**config.mk**
```make
export PLATFORM = sky130hd
export DESIGN_NAME = fetch_exec_sequencer
export DESIGN_NICKNAME = d
export VERILOG_FILES = /design/src/rtl/fetch_exec_sequencer.sv
export SDC_FILE = /design/constraint.sdc
export NUM_CORES = 1
export LEC_CHECK = 0
export ABC_CLOCK_PERIOD_IN_PS = 1500
export CAP_MARGIN = 10
export CORE_MARGIN = 3
export CORE_UTILIZATION = 43
export DETAILED_ROUTE_END_ITERATION = 8
export PLACE_DENSITY = 0.83
export SYNTH_ARGS = -nofsm -noshare
export SYNTH_HDL_FRONTEND = slang
export SYNTH_SLANG_ARGS = --single-unit
```
**constraint.sdc**
```tcl
create_clock -name clk_i -period 1.5 [get_ports clk_i]
set_input_delay 0.225 -clock clk_i [delete_from_list [all_inputs] [get_ports clk_i]]
set_output_delay 0.225 -clock clk_i [all_outputs]
set_load 0.02 [all_outputs]
```
**src/rtl/fetch_exec_sequencer.sv**
```systemverilog
// Multi-cycle fetch/decode/execute sequencer for the 4-bit core.
// Owns PC and IR, fetches over a req/ack ROM handshake and issues one-cycle datapath strobes.
module fetch_exec_sequencer #(
    parameter int ADDR_W  = 4,
    parameter int INSTR_W = 8,
    parameter int TIMEOUT = 15
) (
    input  logic               clk_i,
    input  logic               reset_i,
    input  logic               run_i,
    input  logic               zero_flag_i,
    output logic               mem_req_o,
    output logic [ADDR_W-1:0]  mem_addr_o,
    input  logic               mem_ack_i,
    input  logic [INSTR_W-1:0] mem_rdata_i,
    output logic [2:0]         alu_op_o,
    output logic               acc_load_o,
    output logic               rf_write_o,
    output logic               imm_o,
    output logic [3:0]         imm_val_o,
    output logic               halted_o,
    output logic               bus_err_o
);
    // state   | meaning
    // HALT    | idle, waiting for run_i
    // FETCH   | mem_req high, waiting for mem_ack or timeout
    // DECODE  | IR loaded, strobes prepared for the next cycle
    // EXECUTE | strobes active for one cycle, PC updated at the end
    typedef enum logic [1:0] {
        STATE_HALT    = 2'd0,
        STATE_FETCH   = 2'd1,
        STATE_DECODE  = 2'd2,
        STATE_EXECUTE = 2'd3
    } state_t;

    localparam int CNT_W = (TIMEOUT > 1) ? $clog2(TIMEOUT) : 1;
    localparam logic [CNT_W-1:0] WAIT_LOAD = CNT_W'(TIMEOUT - 1);

    localparam logic [3:0] OP_ADD = 4'h0;
    localparam logic [3:0] OP_SUB = 4'h1;
    localparam logic [3:0] OP_AND = 4'h2;
    localparam logic [3:0] OP_OR  = 4'h3;
    localparam logic [3:0] OP_MOV = 4'h4;
    localparam logic [3:0] OP_JMP = 4'h8;
    localparam logic [3:0] OP_JZ  = 4'h9;
    localparam logic [3:0] OP_HLT = 4'hF;

    state_t             state_q;
    logic [ADDR_W-1:0]  pc_q;
    logic [INSTR_W-1:0] ir_q;
    logic [CNT_W-1:0]   wait_cnt_q;
    logic               bus_err_q;
    logic               mem_req_q;
    logic               halted_q;
    logic [2:0]         alu_op_q;
    logic               acc_load_q;
    logic               rf_write_q;
    logic               imm_q;

    logic [3:0]         opcode;
    logic [2:0]         alu_op_d;
    logic               acc_load_d;
    logic               rf_write_d;
    logic               imm_d;
    logic [ADDR_W-1:0]  pc_next_d;

    assign opcode = ir_q[7:4];

    always_comb begin
        alu_op_d   = 3'b000;
        acc_load_d = 1'b0;
        rf_write_d = 1'b0;
        imm_d      = 1'b0;
        case (opcode)
            OP_ADD: begin alu_op_d = 3'b000; acc_load_d = 1'b1; end
            OP_SUB: begin alu_op_d = 3'b001; acc_load_d = 1'b1; end
            OP_AND: begin alu_op_d = 3'b010; acc_load_d = 1'b1; end
            OP_OR:  begin alu_op_d = 3'b011; acc_load_d = 1'b1; end
            OP_MOV: begin
                alu_op_d   = 3'b101;
                acc_load_d = 1'b1;
                rf_write_d = 1'b1;
                imm_d      = 1'b1;
            end
            default: ;
        endcase
    end

    // Jump target is the operand field, resized to the PC width.
    always_comb begin
        pc_next_d = pc_q + ADDR_W'(1);
        if (opcode == OP_JMP || (opcode == OP_JZ && zero_flag_i)) begin
            pc_next_d = ADDR_W'(ir_q[3:0]);
        end
    end

    always_ff @(posedge clk_i) begin
        if (reset_i) begin
            state_q    <= STATE_HALT;
            pc_q       <= '0;
            ir_q       <= '0;
            wait_cnt_q <= '0;
            bus_err_q  <= 1'b0;
            mem_req_q  <= 1'b0;
            halted_q   <= 1'b1;
            alu_op_q   <= 3'b000;
            acc_load_q <= 1'b0;
            rf_write_q <= 1'b0;
            imm_q      <= 1'b0;
        end else begin
            alu_op_q   <= 3'b000;
            acc_load_q <= 1'b0;
            rf_write_q <= 1'b0;
            imm_q      <= 1'b0;
            case (state_q)
                STATE_HALT: begin
                    if (run_i) begin
                        state_q    <= STATE_FETCH;
                        mem_req_q  <= 1'b1;
                        halted_q   <= 1'b0;
                        bus_err_q  <= 1'b0;
                        wait_cnt_q <= WAIT_LOAD;
                    end
                end
                STATE_FETCH: begin
                    // An ack on the final allowed cycle still wins over the timeout.
                    if (mem_ack_i) begin
                        ir_q      <= mem_rdata_i;
                        state_q   <= STATE_DECODE;
                        mem_req_q <= 1'b0;
                    end else if (wait_cnt_q == '0) begin
                        bus_err_q <= 1'b1;
                        state_q   <= STATE_HALT;
                        mem_req_q <= 1'b0;
                        halted_q  <= 1'b1;
                    end else begin
                        wait_cnt_q <= wait_cnt_q - CNT_W'(1);
                    end
                end
                STATE_DECODE: begin
                    state_q    <= STATE_EXECUTE;
                    alu_op_q   <= alu_op_d;
                    acc_load_q <= acc_load_d;
                    rf_write_q <= rf_write_d;
                    imm_q      <= imm_d;
                end
                STATE_EXECUTE: begin
                    pc_q <= pc_next_d;
                    if (opcode == OP_HLT) begin
                        state_q  <= STATE_HALT;
                        halted_q <= 1'b1;
                    end else begin
                        state_q    <= STATE_FETCH;
                        mem_req_q  <= 1'b1;
                        wait_cnt_q <= WAIT_LOAD;
                    end
                end
                default: state_q <= STATE_HALT;
            endcase
        end
    end

    assign mem_req_o  = mem_req_q;
    assign mem_addr_o = pc_q;
    assign alu_op_o   = alu_op_q;
    assign acc_load_o = acc_load_q;
    assign rf_write_o = rf_write_q;
    assign imm_o      = imm_q;
    assign imm_val_o  = ir_q[3:0];
    assign halted_o   = halted_q;
    assign bus_err_o  = bus_err_q;

endmodule
```
==> impl_summary.md, run 1 <==
Final layout
The layout overhead on the synthesized area is 33.5%. In the final layout, the share of cells above drive strength 1 is a little under a fifth. Summing all non-filler instances in the final layout gives an area of between 1500 and 2000 um2. The flip-flop and latch area is ~500 um2. The antenna diode instance count is 0. The combined area of the multi-input logic cells is about 600 um2.

The final-stage net count is about 190. After filler insertion, the fill cell instance count of the layout stands at ~230.

Clock tree
Once the clock tree was built, the setup fixing pass inserted 0 buffers. The buffer levels on the longest clock path is 2. The tree built by TritonCTS fans out to 25 sinks. The later pin in the worst-skew pair is clocked with a latency of between 0.3 and 0.4 ns. Clock tree synthesis selected as its root buffer the cell clkbuf_4. The CTS tree is yes.

The clock-pin slew on the worst setup and hold paths is ~0.14 ns. In this run the number of H-tree levels came out at 1. TritonCTS created 3 clock buffers.

Setup path
The delay of the slowest cell on the worst path is around 0.37 ns. The worst setup path is launched from a flop. The maximum net fanout on the critical path is 4.

The data arrival time of the critical path is around 1.7 ns. The required time of the critical path is about 1.7 ns. The setup slack of the most critical reg-to-reg path is 0.05 ns. The cell type of the slowest stage on the worst timing path is a311oi_2.

The worst register-to-register path has a depth of 6. The critical path class is reg -> reg. The nature of the critical path endpoint is a flop. The capture point of the worst reg-to-reg path is wait_cnt_q[1]$_SDFFE_PP0P_. In this run the critical register-to-register path is launched from wait_cnt_q[1]$_SDFFE_PP0P_.

The critical path goes through inv_2 -> ha_4 -> nor3b_4 -> nor3_2 -> a311oi_2 -> a221oi_1.

Placement
The post-detailed-placement cell area is ~1600 um2. Routability-driven placement finished with a final weighted congestion of around 0.84. The HPWL after detailed placement is between 2 and 2.5 mm.

Port buffering added 29 buffers.

STA
The post-route minimum period is between 1 and 1.5 ns. At the pin with the least slew margin, the transition time is between 0.3 and 0.4 ns. The remaining max-slew budget at the tightest pin is about three quarters. The final worst-path cycle share is between 90 and 100%. Setup repair after global routing could not meet its margin everywhere.

Timing would allow up to between 600 and 700 MHz. On the final layout, the worst clock skew is between 0.008 and 0.009 ns. The max-slew violation count is 0. Setup violations remaining at the end of the flow were counted as 0. The final-report hold violation count was 0.

Drt
The aggregate routed wire length is 2.83 mm. The first TritonRoute pass finished after 4 iterations. The post-route DRC violation count is 0. In this run the remaining antenna-violating nets after routing total 0. The number of vias in the routed layout is ~1,100.

In the routed layout, each cell is associated on average with a via count of roughly 5.5. The iteration-0 DRC count of the detailed router is 36. The detail-routed net length per standard cell is around 14 um.

GRT
The initial antenna violation count is 0. Entering global routing, the biggest net connects 24 pins. The number of global-route vias before repair is 1,056.

The global-route usage over all layers is between 10% and 20%. The total overflow reported by the global router is 0. The first global-routing pass estimated approximately 4.6 mm of wire.

Logic synthesis
The synthesized instance count is ~140. Summing the areas of all compound-gate instances in the mapped netlist gives between 20% and 30% of the synthesized area. The synthesized-area fraction occupied by adder cells is 2.09%. After Yosys synthesis, XOR and XNOR cells account for 0% of the synthesized area.

After synthesis the cells add up to 1200 um2. The Yosys step of the flow raised 0 warnings. The multiplexer fraction of the synthesized cell area is between 2 and 3%. The total of flip-flops plus latches after synthesis is 25.

The post-synth net total is roughly 160. The largest family of logic cells by synthesized area is simple AND/OR/NAND/NOR gates. The sequential fraction of the synthesis area is between 40% and 50%. The distinct cell type count of the synthesized netlist is 33. A synthesized cell averages between 8 and 9 um2. The fraction of the mapped netlist area in simple logic gates is 23.5%.

Min path
The startpoint of the worst hold path is mem_rdata_i[0]. The instance count along the most critical hold path is 3. The hold path endpoint is ir_q[0]$_SDFFE_PP0P_. The tightest min-delay check is of the in -> reg type.

Floorplanning
The core region is 2570 um2. The initial utilization of the core area, before any placement, comes to between 40% and 50%. The width of the chip is about 59 um.

The I/O pin count is 30. The die covers between 3000 and 4000 um2. The vertical extent of the die is slightly below 60 um.

After floorplanning, the core was divided into 18 placement rows.

Power
The leakage dissipation is between 0.0007 and 0.0008 uW. Power spread over the standard cell area amounts to between 800 and 900 nW/um2. The final total power is approximately 1400 uW. Across the VDD grid, the largest voltage drop is roughly 0.70 mV.

Run
The number of violations of the max-capacitance limit is 0.

Status
The flow ran to the end, and the final reports show no timing, DRC or antenna violations.
==> area by class of cell <==
class / instances / share of cell area, %
flip-flops and latches: 25 / 31.6
clock buffers: 4 / 1.65
multi-input cells: 94 / 37.5
repair buffers: 44 / 24.6
well taps: 30 / 2.35
inverters: 10 / 2.35
==> worst max-delay path by stage <==
| stage | start | to | slack, ns | cells after the start |
|---|---|---|---|---|
| after floorplan | wait_cnt_q[0]$_SDFFE_PP0P_ | wait_cnt_q[1]$_SDFFE_PP0P_ | 0.07 | 6 |
| after global placement | mem_ack_i | wait_cnt_q[2]$_SDFFE_PP0P_ | 0.007 | 5 |
| after detailed placement | wait_cnt_q[0]$_SDFFE_PP0P_ | wait_cnt_q[1]$_SDFFE_PP0P_ | -0.03 | 6 |
| after CTS | alu_op_o[1]$_SDFF_PP0_ | alu_op_o[1] | 0.008 | 1 |
| after global routing | wait_cnt_q[1]$_SDFFE_PP0P_ | wait_cnt_q[3]$_SDFFE_PP0P_ | -0.07 | 6 |
| final | wait_cnt_q[1]$_SDFFE_PP0P_ | wait_cnt_q[1]$_SDFFE_PP0P_ | 0.05 | 6 |
==> synth_stat cells (all sizes together) <==
cell	number	area share (%)
o21a	1	0.63
a21oi	20	8.4
a31oi	1	0.52
nand3	10	4.6
o32ai	2	1.5
nor3b	2	2.1
or4	1	0.94
nand2	15	4.7
nor2	10	3.1
a211oi	1	0.63
o21ba	1	0.84
and2b	1	0.63
a311o	2	1.7
o21bai	1	0.63
clkbuf	2	0.63
nand2b	7	3.7
a221oi	3	2.2
or3	1	0.52
inv	10	3.1
buf	10	6.2
o21ai	1	0.42
a311oi	3	2.7
and4	1	0.73
mux2i	3	2.5
dfxtp	25	42
nor3	5	2.5
ha	2	2.1
==> critical path, delay by kind of cell, from the launching register on <==
family | cells | cell delay [ns]
AO/OA/AOI/OAI | 2 | 0.49
flip-flops | 1 | 0.34
AND/OR/NAND/NOR | 2 | 0.30
adder cells (fa/ha/maj) | 1 | 0.13
buffers and inverters | 1 | 0.07
==> per-layer routing <==
metal | track usage (%) | vias to the layer above | wire length (um) | part of all wire, %
met3 | 4.17 | 4 | 183 | 6.5
met4 | 9.39 | 0 | 57 | 2.0
li1 | - | 565 | - | -
met5 | 0 | - | 0 | 0
met2 | 29.8 | 35 | 1380 | 49
met1 | 20.5 | 527 | 1220 | 43
==> layout by cell type (no fill, tap or decap), types with 2 or more instances in the layout <==
| cell type | n |
|---|---|
| a311o_1 | 2 |
| dfxtp_2 | 3 |
| nand3_1 | 9 |
| a21oi_1 | 20 |
| inv_2 | 3 |
| dfxtp_1 | 22 |
| dlymetal6s2s_1 | 3 |
| buf_4 | 15 |
| o32ai_1 | 2 |
| nor2_1 | 10 |
| a221oi_1 | 3 |
| mux2i_1 | 3 |
| nand2b_1 | 7 |
| nor3_1 | 4 |
| clkbuf_4 | 3 |
| clkdlybuf4s50_1 | 12 |
| nand2_1 | 14 |
| a311oi_1 | 2 |
| inv_1 | 7 |
| dlygate4sd2_1 | 14 |
==> power breakdown <==
part	switching [uW]	internal [uW]
combinational	176	185
sequential	49.1	710
clock	199	104
==> sequential cells by signal, summed over array words and instances (netlist names), named ones only <==
name and cells:
acc_load_o 1, alu_op_o 2, bus_err_o 1, halted_o 1
imm_o 1, ir_q 8, mem_addr_o 4, mem_req_o 1
state_q 1, wait_cnt_q 4
==> stage by stage <==
stage	setup slack (ns)	setup TNS, ns	util [%]	hold WS [ns]	cells
detailed placement	-0.0270	-0.0697	60.6	0.472	203
global placement	0.00740	0	60.6	0.469	203
floorplan	0.0716	0	-	0.372	141
finish	0.0522	0	62.2	0.449	207
CTS	0.00792	0	61.2	0.434	207
global route	-0.0729	-0.265	62.2	0.443	207
==> cells by family after synthesis <==
kind of cell,count (synthesis)
compound gates,36
buf+inv,22
fa+ha+maj,2
simple gates,53
flops,25
mux,3
==> timing repair <==
action / 4_1_cts / 5_1_grt
hold buffers: 0 / 0
setup endpoints to repair: 18 / 18
resized for setup: 15 / 12
pin swaps: 1 / 7
No activity file was read; power rests on OpenSTA's default activity.
==> run 2: changes to the inputs <==
- TNS_END_PERCENT: default -> 10
==> impl_summary.md, run 2 (synthesis gave the netlist of run 1 again) <==
Clock tree
The level count of the clock H-tree is 1. The CTS tree is yes. CTS placed an instance of clkbuf_4 at the clock tree root. In this run the deepest clock path goes through 2 buffers. The number of sinks driven by the clock tree is 25. The total CTS buffers is 3. At the later pin of the worst-skew pair, clock insertion delay measures around 0.32 ns.

The clock-pin slew on the worst setup and hold paths is ~0.13 ns. Hold repair after CTS inserted 0 buffers. The number of buffers inserted to repair setup after CTS is 0.

STA
Setup repair after global routing could not meet its margin everywhere. After layout, the worst path uses 96.9% of the clock period. The clock period could shrink to between 1 and 1.5 ns. In this run the tightest slew margin relative to its limit is 76.2%.

The clock skew after layout is approximately 0.0082 ns. Setup total negative slack on the finished layout was measured at 0 ns. The max-slew violation count is 0. The final-report hold violation count is 0.

Setup violations remaining at the end of the flow were counted as 0. The slew at the pin closest to its max-slew limit is approximately 0.36 ns. For this run, the top clock speed supported by timing is approximately 690 MHz. After layout, the worst setup slack is between 0.04 and 0.05 ns. Hold is met by 0.449 ns.

Setup path
The worst register-to-register path begins at wait_cnt_q[1]$_SDFFE_PP0P_. Broken down by cell family, the worst path's largest delay share belongs to compound AO/OA/AOI/OAI gates. The worst setup path is of the reg -> reg kind.

The cell count of the worst reg-to-reg path is 6. The largest single stage delay on the critical path is about 0.37 ns. The maximum net fanout on the critical path is 4. The worst setup path is captured at a flop. The setup slack of the most critical reg-to-reg path is roughly 0.046 ns. The capture point of the worst reg-to-reg path is wait_cnt_q[1]$_SDFFE_PP0P_. The signal on the critical path passes through inv_2 -> ha_4 -> nor3b_4 -> nor3_2 -> a311oi_2 -> a221oi_1.

The cell type of the slowest stage on the worst timing path is a311oi_2. The data arrival time of the critical path is roughly 1.7 ns. The kind of start point of the critical path is a flop.

The buffering stage count on the worst path with inverters included is 1. Data on the critical path is required at its endpoint by between 1.5 and 2 ns.

Floorplanning
The standard cell core area is roughly 2600 um2. The initial cell density of the core is a little under half. The floorplan step set the die width to 58.7 um. The I/O pin count is 30. The vertical extent of the die is around 59 um. The floorplan has 18 rows. The die covers 3450 um2.

Final layout
The flip-flop count of the largest register, all copies and words added is 8. The number of cells in the finished layout apart from fillers is between 200 and 250. The library cells used most frequently in the layout, excluding fill and tap cells, are dfxtp_1, a21oi_1, buf_4. The final-stage net count is between 150 and 200. The cell area after layout is ~1600 um2. The layout has about 230 filler cells. The layout overhead on the synthesized area is 33.5%. Counting flops per register, the top entry is ir_q.

The commonest non-fill, non-tap cell in the layout is dfxtp_1. In the final layout, the share of cells above drive strength 1 is about a fifth. Summing all flip-flop and latch instances after layout gives 504 um2.

The antenna diode instance count is 0. The combined area of the multi-input logic cells is 598 um2.

GRT
The number of global-route vias before repair is roughly 1,100. The initial antenna violation count is 0. The wire length of the first global-routing pass is about 4.6 mm. Global routing consumed, on the met1 layer, ~21% of the routing resources.

The total overflow reported by the global router is 0. For met3 alone, demand over resource in global routing was 4.17%. The global-route usage over all layers is between 15 and 20%.

Entering global routing, the biggest net connects 24 pins. For this run, global-route usage on met2 was measured as 29.8%. The most congested layer reported by global routing is met2.

Drt
Dividing the detail-routed wire length by the instance count gives approximately 14 um. For this run, design rule violations remaining after detail routing come to 0. The mean number of vias per cell is 5.49. For this run, the detailed router's first-pass iteration total came to 4. The count of nets left with antenna violations once routing finished came out at 0. After the first detailed-routing iteration, the DRC count stood at 36.

The routed layout has 1,136 vias. The aggregate routed wire length is around 2.8 mm.

Status
The run finished with clean final reports.

Min path
The path with the worst hold slack has its endpoint at ir_q[0]$_SDFFE_PP0P_. The startpoint of the worst hold path is mem_rdata_i[0]. Counting instances, the worst hold path has a depth of 3. The type of the worst min-delay path is in -> reg.

Run
The number of violations of the max-capacitance limit is 0.

Placement
The number of placed instances, taps included, is between 200 and 250. In this run the tool buffered the top-level ports with 29 buffer cells. The HPWL after detailed placement is roughly 2.1 mm. The post-detailed-placement cell area is ~1600 um2. The weighted congestion reported at the end of routability-driven placement is around 0.84.

The worst slack at placement is -0.0270 ns.

Power
In this run the static leakage power is between 0.0007 and 0.0008 uW. The total power divided by cell area is approximately 890 nW/um2. The peak supply drop is about 0.70 mV.
run 2: worst min-delay path, cell delays in order:
cell and delay [ns]:
clkdlybuf4s50_1 0.40, nand3_1 0.07, a21oi_1 0.05
run 2: final cells by class:
type                    count  area share (%)
clock buffers               4            1.65
inverters                  10            2.35
multi-input cells          94            37.5
flip-flops and latches     25            31.6
well taps                  30            2.35
repair buffers             44            24.6
run 2: worst max-delay path by stage:
stage	slack, ns	cells after the start	from	end
6_report	0.05	6	wait_cnt_q[1]$_SDFFE_PP0P_	wait_cnt_q[1]$_SDFFE_PP0P_
5_1_grt	-0.08	6	wait_cnt_q[1]$_SDFFE_PP0P_	wait_cnt_q[3]$_SDFFE_PP0P_
4_1_cts	0.008	1	alu_op_o[1]$_SDFF_PP0_	alu_op_o[1]
3_5_place_dp	-0.03	6	wait_cnt_q[0]$_SDFFE_PP0P_	wait_cnt_q[1]$_SDFFE_PP0P_
3_3_place_gp	0.007	5	mem_ack_i	wait_cnt_q[2]$_SDFFE_PP0P_
2_1_floorplan	0.07	6	wait_cnt_q[0]$_SDFFE_PP0P_	wait_cnt_q[1]$_SDFFE_PP0P_
run 2: power by group:
part / internal [uW] / total [uW] / switching (uW) / leakage (uW)
clock network: 104 / 303 / 198 / 0.0000150
logic: 185 / 361 / 176 / 0.000494
registers: 710 / 759 / 49.0 / 0.000205
run 2: per-stage QoR:
stage / util [%] / total power (uW)
2_1_floorplan: - / 963
3_3_place_gp: 60.6 / 1100
3_5_place_dp: 60.6 / 1120
4_1_cts: 61.2 / 1420
5_1_grt: 62.2 / 1500
6_report: 62.2 / 1420
run 2: timing repair:
| item | 4_1_cts | 5_1_grt |
|---|---|---|
| pin swaps | 1 | 6 |
| gates resized for setup | 15 | 12 |
| endpoints found under the setup margin | 18 | 18 |
run 2: routing by layer:
layer | share of wire, % | vias up
met2 | 49 | 35
met4 | 2.0 | 0
met5 | 0 | -
li1 | - | 566
met1 | 43 | 531
met3 | 6.4 | 4
==> run 3: changes to the inputs <==
- CORE_MARGIN: 3 -> default
==> impl_summary.md, run 3 (synthesis gave the netlist of run 1 again) <==
Clock tree
The CTS tree is yes. The clock-pin slew on the worst setup and hold paths is 0.14 ns. CTS built an H-tree with a depth of 1. The clock reaches the later pin of the worst-skew pair after ~0.33 ns. CTS placed an instance of clkbuf_4 at the clock tree root.

For this design, the CTS-stage hold fixing added 0 buffers. TritonCTS created 3 clock buffers. The number of sinks driven by the clock tree is 25. Counting along the longest clock path gives a buffer depth of 2.

Final layout
The count of fill cells added during filler insertion is around 240. In the final design database the tool counted 193 nets. Leaving out fill and tap cells, the most frequent cells in the layout are dfxtp_1, a21oi_1, buf_4. Relative to the synthesized area, the layout overhead comes to 34.1%.

The post-route netlist has approximately a fifth of its cells at a drive strength greater than 1. The largest register by flop count is ir_q. Leaving out fill and tap cells, the most frequent cell in the layout is dfxtp_1. The flip-flop count of the largest register, all copies and words added is 8. The antenna diode instance count is 0.

Drt
The count of antenna-violating nets left after detailed routing is 0. After detailed routing, the number of remaining DRC violations is 0. The detail-routed net length per standard cell is ~14 um. The mean number of vias per cell is 5.62. The first TritonRoute pass finished after 4 iterations.

For this block, the initial DRC count from the detailed router was 34. After detailed routing, the total wire length is slightly below 3 mm. The number of vias in the routed layout is 1,163.

Floorplanning
The width of the chip is 54.7 um. The initial cell density of the core is a little under half. The number of placement rows is 18. The area enclosed by the die boundary is 3000 um2.

The I/O pin count is 30. In this run the vertical extent of the chip is 54.7 um. The standard cell core area is 2540 um2.

GRT
For this run the aggregate overflow at the end of global routing stands at 0. The met3 usage in global routing is 3.89%. For met2 alone, demand over resource in global routing was a little over a third. The wire length of the first global-routing pass is 4.33 mm. Global routing used around a fifth of the available tracks across all layers.

Global routing consumed, on the met1 layer, between 20 and 25% of the routing resources. The initial antenna violation count is 0. After global routing, the most crowded layer is met2. The number of global-route vias before repair was approximately 1,000.

The pin count of the biggest net entering global routing is 18.

Run
The number of violations of the max-capacitance limit is 0.

Power
The total power divided by cell area is 900 nW/um2. Power comes to 1440 uW. For this design the static power due to leakage is approximately 0.0007 uW. The peak supply drop is slightly below 0.7 mV.

Min path
The worst hold path was traced through 3 stages. The type of the worst min-delay path is in -> reg.

STA
The remaining max-slew budget at the tightest pin is 73.8%. Setup repair after global routing could not meet its margin everywhere. For this run, the top clock speed supported by timing is approximately 660 MHz.

At the pin with the least slew margin, the transition time is about 0.39 ns. The max-slew violation count is 0. The worst hold-check slack is between 0.4 and 0.5 ns. The total setup violations reported at the end of the flow is 1.

The minimum setup slack in the final design is -0.0214 ns. The final worst-path cycle share is 101%. For the finished layout, the period the worst path requires is 1.52 ns.

The final-report hold violation count came to 0. Across the routed clock network, the largest skew measured is around 0.0061 ns.

Placement
The HPWL after detailed placement is about 2.1 mm. Prior to clock tree synthesis, the placed netlist has a worst setup slack of -0.0866 ns. The weighted congestion reported at the end of routability-driven placement is 0.789. The port buffer count is 29.

Setup path
For the worst flop-to-flop path, the logic depth is 6. The nature of the critical path endpoint is a flop. The maximum net fanout on the critical path is 4. STA classifies the critical path startpoint as a flop. For the worst setup path, the data arrival time is 1.72 ns.

At the worst endpoint, the required time is ~1.7 ns. The critical path class is reg -> reg.

Status
The final reports fail on setup timing. The run finished, with violations left.
-- run 3: cell types whose count changed in the layout (fill, tap and decap cells not counted) --
cell / delta
clkinv_2: +1
clkbuf_1: -1
o21ai_1: -1
a221oi_1: -1
o21ai_0: +1
a221oi_2: +1
-- run 3: final cells by class --
type	count	area, um2	area share (%)
multi-input cells	94	604	37.7
flip-flops and latches	25	504	31.4
repair buffers	44	393	24.5
inverters	10	37.5	2.34
well taps	30	37.5	2.34
clock buffers	3	22.5	1.40
clock inverters	1	5.00	0.312
-- run 3: routing by layer --
metal | part of all wire (%) | up-vias
li1 | - | 564
met1 | 42 | 546
met2 | 50 | 44
met3 | 5.2 | 9
met4 | 3.1 | 0
met5 | 0 | -
-- run 3: per-stage QoR --
stage / TNS, ns / utilization [%] / area, um2 / cells
floorplan: 0 / - / 1200 / 141
global placement: -0.0262 / 60.5 / 1540 / 201
global route: -0.227 / 63.0 / 1600 / 207
CTS: -0.0136 / 61.3 / 1560 / 205
detailed placement: -0.354 / 60.5 / 1540 / 201
finish: -0.0214 / 63.0 / 1600 / 207
-- run 3: final timing paths --
path | from | endpoint | slack (ns)
worst max-delay path | wait_cnt_q[1]$_SDFFE_PP0P_ | wait_cnt_q[1]$_SDFFE_PP0P_ | -0.02
worst max register to register | wait_cnt_q[1]$_SDFFE_PP0P_ | wait_cnt_q[1]$_SDFFE_PP0P_ | -0.02
worst min-delay path | mem_rdata_i[5] | ir_q[5]$_SDFFE_PP0P_ | 0.45
worst min register to register | ir_q[2]$_SDFFE_PP0P_ | ir_q[2]$_SDFFE_PP0P_ | 0.50
-- run 3: repair_timing --
item | 4_1_cts | 5_1_grt
setup buffers | 0 | 2
endpoints found under the setup margin | 18 | 15
resized for setup | 16 | 11
pin swaps | 2 | 4
-- run 3: power by group --
part	total, uW	switching [uW]	leakage [uW]	internal [uW]
logic	366	180	0.000497	187
registers	762	52.9	0.000205	709
clock network	314	214	0.0000177	100
-- run 3: worst max-delay path, cell delays in order, from the launching register on --
cell	delay [ns]
dfxtp_2	0.35
inv_2	0.07
ha_4	0.14
nor3b_4	0.22
nor3_2	0.09
a311oi_2	0.40
a221oi_1	0.13
